[config.mk]
export PLATFORM = sky130hd
export DESIGN_NAME = bit_count_seq
export DESIGN_NICKNAME = d
export VERILOG_FILES = /design/src/rtl/bit_count_pkg.sv /design/src/rtl/popcount_slice.sv /design/src/rtl/bit_count_seq.sv
export SDC_FILE = /design/constraint.sdc
export NUM_CORES = 1
export LEC_CHECK = 0
export BUFFER_PORTS_ARGS = -buffer_cell sky130_fd_sc_hd__buf_2
export CAP_MARGIN = 20
export CELL_PAD_IN_SITES_DETAIL_PLACEMENT = 1
export CELL_PAD_IN_SITES_GLOBAL_PLACEMENT = 2
export CORE_MARGIN = 4
export CORE_UTILIZATION = 32
export CTS_CLUSTER_SIZE = 16
export DETAILED_ROUTE_END_ITERATION = 16
export PLACE_DENSITY = 0.88
export SLEW_MARGIN = 40
export SYNTH_ARGS = -nofsm -noshare
export SYNTH_HDL_FRONTEND = slang
export SYNTH_SLANG_ARGS = --single-unit
[constraint.sdc]
create_clock -name i_clk -period 3.83 [get_ports i_clk]
set_input_delay 0.1915 -clock i_clk [delete_from_list [all_inputs] [get_ports i_clk]]
set_output_delay 0.1915 -clock i_clk [all_outputs]
set_load 0.02 [all_outputs]
[src/rtl/bit_count_pkg.sv]
// Shared types and helpers for the sequential bit-count engine.
// Instantiating blocks use res_width() to size the result bus they connect
// to bit_count_seq, so both sides agree on the count width.
package bit_count_pkg;

    // Operation phases of the counter.
    typedef enum logic [1:0] {
        S_IDLE = 2'b00,
        S_RUN  = 2'b01,
        S_DONE = 2'b10
    } bc_state_t;

    // Width needed to hold a count of 0..data_w ones.
    function automatic int res_width(input int data_w);
        return $clog2(data_w + 1);
    endfunction

endpackage : bit_count_pkg

[src/rtl/popcount_slice.sv]
// Combinational ones-count of a narrow slice.
// The count is produced directly at OUT_W bits so the caller can add it to
// its accumulator without any further extension.
module popcount_slice #(
    parameter int W     = 1,
    parameter int OUT_W = 4
) (
    input  logic [W-1:0]     i_slice,
    output logic [OUT_W-1:0] o_count
);

    logic [OUT_W-1:0] w_acc;

    // Sum the slice bits one at a time, each zero-extended to OUT_W.
    always_comb begin
        w_acc = '0;
        for (int i = 0; i < W; i++) begin
            w_acc = w_acc + OUT_W'(i_slice[i]);
        end
    end

    assign o_count = w_acc;

endmodule : popcount_slice

[src/rtl/bit_count_seq.sv]
// Sequential population counter.
//
// A word is captured on a level start request, optionally inverted so that
// zeros are counted instead of ones, then shifted right BITS_PER_CYCLE bits
// per clock while the ones in the bottom slice are accumulated. The run ends
// as soon as the remaining shifted word is all zero, so short operands finish
// early. The result is held with done until start is released.
//
//   state  | meaning
//   -------+---------------------------------------------------------------
//   S_IDLE | waiting for start; result holds the last completed count
//   S_RUN  | consuming one slice of the shift register per clock
//   S_DONE | result valid; waiting for start to drop
//
// Any other state encoding falls back to S_IDLE with both status flags low.
module bit_count_seq
    import bit_count_pkg::*;
#(
    parameter int DATA_W         = 8,
    parameter int BITS_PER_CYCLE = 1,
    parameter int RES_W          = res_width(DATA_W)
) (
    input  logic              i_clk,
    input  logic              i_reset,
    input  logic              i_start,
    input  logic              i_count_zeros,
    input  logic [DATA_W-1:0] i_data_in,
    output logic              o_busy,
    output logic              o_done,
    output logic [RES_W-1:0]  o_result
);

    // Reject parameter sets that cannot produce a whole number of slices
    // or whose result bus is not the derived width.
    generate
        if (DATA_W < 1) begin : g_bad_data_w
            $error("bit_count_seq: DATA_W must be at least 1");
        end
        if (BITS_PER_CYCLE < 1) begin : g_bad_bpc
            $error("bit_count_seq: BITS_PER_CYCLE must be at least 1");
        end
        else if ((DATA_W % BITS_PER_CYCLE) != 0) begin : g_bad_div
            $error("bit_count_seq: BITS_PER_CYCLE must divide DATA_W");
        end
        if (RES_W != res_width(DATA_W)) begin : g_bad_res_w
            $error("bit_count_seq: RES_W is derived and must not be overridden");
        end
    endgenerate

    bc_state_t          r_state;
    bc_state_t          w_state_nxt;
    logic [DATA_W-1:0]  r_sreg;
    logic [RES_W-1:0]   r_result;

    logic [DATA_W-1:0]  w_load_word;
    logic [DATA_W-1:0]  w_sreg_shr;
    logic               w_sreg_last;
    logic [RES_W-1:0]   w_slice_cnt;
    logic [RES_W-1:0]   w_result_sum;

    // Operand as it enters the shift register: inverting it turns a
    // zero-count into a plain ones-count for the rest of the datapath.
    assign w_load_word  = i_count_zeros ? ~i_data_in : i_data_in;

    // What the shift register becomes after this cycle's slice is consumed;
    // once it is empty there is nothing left to count.
    assign w_sreg_shr   = r_sreg >> BITS_PER_CYCLE;
    assign w_sreg_last  = (w_sreg_shr == '0);

    popcount_slice #(
        .W     (BITS_PER_CYCLE),
        .OUT_W (RES_W)
    ) u_popcount_slice (
        .i_slice (r_sreg[BITS_PER_CYCLE-1:0]),
        .o_count (w_slice_cnt)
    );

    // Cannot overflow: the sum of all slices is at most DATA_W.
    assign w_result_sum = r_result + w_slice_cnt;

    // State register plus the shift register and accumulator it steers.
    always_ff @(posedge i_clk) begin
        if (i_reset) begin
            r_state  <= S_IDLE;
            r_sreg   <= '0;
            r_result <= '0;
        end
        else begin
            r_state <= w_state_nxt;
            case (r_state)
                S_IDLE: begin
                    if (i_start) begin
                        r_sreg   <= w_load_word;
                        r_result <= '0;
                    end
                end
                S_RUN: begin
                    r_sreg   <= w_sreg_shr;
                    r_result <= w_result_sum;
                end
                default: begin
                    // S_DONE and stray encodings keep the datapath frozen so
                    // the count stays readable after the operation.
                end
            endcase
        end
    end

    // Next-state decode.
    always_comb begin
        w_state_nxt = S_IDLE;
        case (r_state)
            S_IDLE: w_state_nxt = i_start     ? S_RUN  : S_IDLE;
            S_RUN:  w_state_nxt = w_sreg_last ? S_DONE : S_RUN;
            S_DONE: w_state_nxt = i_start     ? S_DONE : S_IDLE;
            default: w_state_nxt = S_IDLE;
        endcase
    end

    // Moore status flags decoded from the state register only.
    always_comb begin
        o_busy = 1'b0;
        o_done = 1'b0;
        case (r_state)
            S_RUN:   o_busy = 1'b1;
            S_DONE:  o_done = 1'b1;
            default: begin
                o_busy = 1'b0;
                o_done = 1'b0;
            end
        endcase
    end

    assign o_result = r_result;

endmodule : bit_count_seq

==> qor.json <==
{
  "routabilityCongestion": {"value": 0.6423},
  "final_antenna_net_count": {"value": 0},
  "timing.final.max_slew_violations": {"value": 0},
  "synth_area_in_xor_xnor": {"value": 10.20, "unit": "%"},
  "ctsLongestPathBuffers": {"value": 2},
  "yosys-mux-area-fraction": {"value": 1.457, "unit": "%"},
  "max_clk_rate": {"value": 673.2, "unit": "MHz"},
  "resize_count_post_cts": {"value": 0},
  "cts_tree": {"value": "done"},
  "timing.max_slew.rel_slack": {"value": 62.05, "unit": "%"},
  "finalCritPeriodShare": {"value": 38.79, "unit": "%"},
  "buffer_ports.inserted": {"value": 17},
  "power.density_cell_area": {"value": 403.4, "unit": "nW/um2"},
  "worst_skew_pair.late_latency": {"value": 290, "unit": "ps"},
  "maximum_number_of_pins_on_one_net_before_global_route_repair": {"value": 12},
  "dr.first_iter.drc_count": {"value": 10},
  "synth-seq-cells": {"value": 14},
  "core-area": {"value": 2002, "unit": "um2"},
  "timing.setup.critical_path_class": {"value": "reg -> out"},
  "post_synth_fa_ha_maj_area_fraction": {"value": 3.643, "unit": "%"},
  "root_buf_cell": {"value": "sky130_fd_sc_hd__clkbuf_4"},
  "detailed_place.area": {"value": 779.5, "unit": "um2"},
  "gr-total-overflow": {"value": 0},
  "synth-compound-area-share": {"value": 22.59, "unit": "%"},
  "synth-async-reset-ratio": {"value": 0, "unit": "%"},
  "clock_sink_count": {"value": 14},
  "worstMarginPinSlew": {"value": 566.7, "unit": "ps"},
  "initial_antenna_violation_count": {"value": 0},
  "dr.pass1.iters": {"value": 4},
  "flip_flop_cell_with_the_highest_count_after_synthesis": {"value": "sky130_fd_sc_hd__dfxtp_1"},
  "start_util": {"value": 34.31, "unit": "%"},
  "grt_first_pass_wirelength": {"value": 2.511, "unit": "mm"},
  "worst_setup_path_end_kind": {"value": "output port"},
  "hp-start": {"value": "i_data_in[3]"},
  "maxCapViolations": {"value": 0},
  "leakage": {"value": 0.3382, "unit": "nW"},
  "syn_to_final_growth": {"value": 17.30, "unit": "%"},
  "multi_input_comb_area": {"value": 380.4, "unit": "um2"},
  "grt_setup_unrepaired": {"value": "false"},
  "post_synth_and_or_nand_nor_area_fraction": {"value": 16.94, "unit": "%"},
  "run_status": {"value": "completed"},
  "vias_per_cell": {"value": 5.313},
  "mean_area_per_synthesized_cell": {"value": 9.955, "unit": "um2"},
  "synth_top_family_by_area": {"value": "compound AO/OA/AOI/OAI gates"},
  "yosysSeqAreaShare": {"value": 40.80, "unit": "%"},
  "insertedDiodeCount": {"value": 0},
  "setup_viol": {"value": 0},
  "detailroute.via_count": {"value": 595},
  "holdBufCountCts": {"value": 0},
  "fin_skew": {"value": 3.439, "unit": "ps"},
  "critical_path.startpoint": {"value": "r_state[0]"},
  "critical_path_required": {"value": 3640, "unit": "ps"},
  "placement_rows": {"value": 16},
  "p_total": {"value": 0.0003251, "unit": "W"},
  "detail_route.drc_violations": {"value": 0},
  "ys_warn_count": {"value": 0},
  "io-pin-count": {"value": 18},
  "tns": {"value": 0, "unit": "ps"},
  "timing.critical_path.arrival": {"value": 1290, "unit": "ps"},
  "chipHeight": {"value": 54.33, "unit": "um"},
  "cts_max_level": {"value": 1},
  "layout_min_cycle_time": {"value": 1485, "unit": "ps"},
  "fillers": {"value": 252},
  "critical-path-top-delay-family": {"value": "flip-flops"},
  "critical_path.startpoint_type": {"value": "flop"},
  "floorplan.die_area": {"value": 2952, "unit": "um2"},
  "place.detailed.hpwl": {"value": 1.154, "unit": "mm"},
  "worst_ir_drop_vdd": {"value": 179.3, "unit": "uV"},
  "post_cts_buffers": {"value": 0},
  "final_hold_viol_count": {"value": 0},
  "final_design_area_no_fill": {"value": 805.8, "unit": "um2"},
  "globalRouteTotalUtil": {"value": 12.03, "unit": "%"},
  "cp_slowest_cell": {"value": "sky130_fd_sc_hd__dfxtp_1"},
  "path_max_fanout": {"value": 9},
  "crit-reg2reg-launch": {"value": "r_state[0]"},
  "postSynthNetCount": {"value": 83},
  "timing.critical_path.cells": {"value": "nor2b_1 > buf_2"},
  "dieWidth": {"value": 54.33, "unit": "um"},
  "synthesis.instances": {"value": 69},
  "detail_route.wl_per_cell": {"value": 13.84, "unit": "um"},
  "cts.clk_slew.worst_paths": {"value": 80, "unit": "ps"},
  "totalWireLength": {"value": 1.550, "unit": "mm"},
  "hold_path.class": {"value": "in -> reg"},
  "synthDistinctLibCells": {"value": 26},
  "proportion_of_layout_cells_with_a_drive_suffix_above_1": {"value": 29.41, "unit": "%"},
  "cp_slowest_stage_delay": {"value": 460, "unit": "ps"},
  "first_global_vias": {"value": 560},
  "cts_buffer_count": {"value": 3},
  "sequential_cell_area": {"value": 280.3, "unit": "um2"},
  "timing.critical_path.buf_inv": {"value": 1},
  "area_of_the_mapped_netlist": {"value": 686.9, "unit": "um2"},
  "numnets_final": {"value": 101},
  "synth-edff-count": {"value": 0}
}
==> cell usage in the layout (no fill, tap or decap), types with 2 or more instances in the layout <==
cell,count
sky130_fd_sc_hd__buf_2,17
sky130_fd_sc_hd__dfxtp_1,14
sky130_fd_sc_hd__nor2_1,8
sky130_fd_sc_hd__xnor2_1,7
sky130_fd_sc_hd__a32oi_1,5
sky130_fd_sc_hd__nor2b_1,4
sky130_fd_sc_hd__o21ai_1,4
sky130_fd_sc_hd__a22oi_1,3
sky130_fd_sc_hd__a221o_2,3
sky130_fd_sc_hd__clkbuf_4,3
sky130_fd_sc_hd__ha_1,2
==> power by group <==
part / leakage [nW] / internal, W / switching, W
logic: 0.210 / 0.0000313 / 0.0000372
registers: 0.114 / 0.000158 / 0.0000119
clock network: 0.0138 / 0.0000366 / 0.0000495
==> layer usage <==
layer / global-route usage [%] / routed length (um) / part of all wire [%] / up-vias
li1: - / - / - / 294
met1: 12.23 / 651 / 42 / 284
met4: 4.979 / 17 / 1.1 / 0
met2: 21.12 / 772 / 50 / 15
met5: 0 / 0 / 0 / -
met3: 5.450 / 109 / 7.0 / 2
==> Yosys cell counts (2+ instances only) <==
library cell | instances | area share (%)
sky130_fd_sc_hd__buf_2 | 3 | 2.2
sky130_fd_sc_hd__nor2_1 | 8 | 4.4
sky130_fd_sc_hd__dfxtp_1 | 14 | 41
sky130_fd_sc_hd__o21ai_1 | 4 | 2.9
sky130_fd_sc_hd__nor2b_1 | 4 | 3.6
sky130_fd_sc_hd__a22oi_1 | 3 | 3.3
sky130_fd_sc_hd__ha_1 | 2 | 3.6
sky130_fd_sc_hd__a221o_2 | 3 | 4.9
sky130_fd_sc_hd__a32oi_1 | 5 | 6.4
sky130_fd_sc_hd__xnor2_1 | 7 | 8.9
==> kinds of logic after synthesis <==
group,count (synthesis)
and+or+nand+nor,20
adders and majority gates,2
buffers and inverters,5
AOI/OAI and AO/OA,19
DFF,14
xor gates and xnor gates,8
muxes,1
==> path summary, 6_finish.rpt <==
check	endpoint	slack, ps	cells past startpoint
worst max-delay path	o_busy	2340	2
worst min-delay path	r_sreg[3]	170	3
worst max register to register	r_sreg[0]	2410	3
worst min register to register	o_result[3]	460	1
==> area by class of cell <==
| cell class | count | share of cell area [%] |
|---|---|---|
| tap | 27 | 4.193 |
| multi-input combinational | 50 | 47.20 |
| timing repair buffer | 17 | 10.56 |
| sequential | 14 | 34.78 |
| clock buffer | 3 | 2.795 |
| inverter | 1 | 0.4658 |
==> per-stage QoR <==
stage / worst slack [ps] / hold slack (ps) / utilization, % / std cells
2_1_floorplan: 2549 / 346.4 / - / 69
3_3_place_gp: 2361 / 447.5 / 38.94 / 109
5_1_grt: 2238 / 178.1 / 40.25 / 112
3_5_place_dp: 2309 / 457.9 / 38.94 / 109
4_1_cts: 2277 / 168.6 / 40.06 / 112
6_report: 2345 / 168.9 / 40.25 / 112
==> worst reg2reg max path: cells and delay by family, from the launching register on <==
| kind | cells | cell delay (ps) |
|---|---|---|
| AOI/OAI and AO/OA | 1 | 120 |
| DFF | 1 | 380 |
| and+or+nand+nor | 2 | 870 |
==> state kept, by name, indices dropped and copies added, names as in the netlist <==
name,count
o_result,4
r_sreg,8
r_state,2
Note: power is estimated with default switching activity, not from simulation.
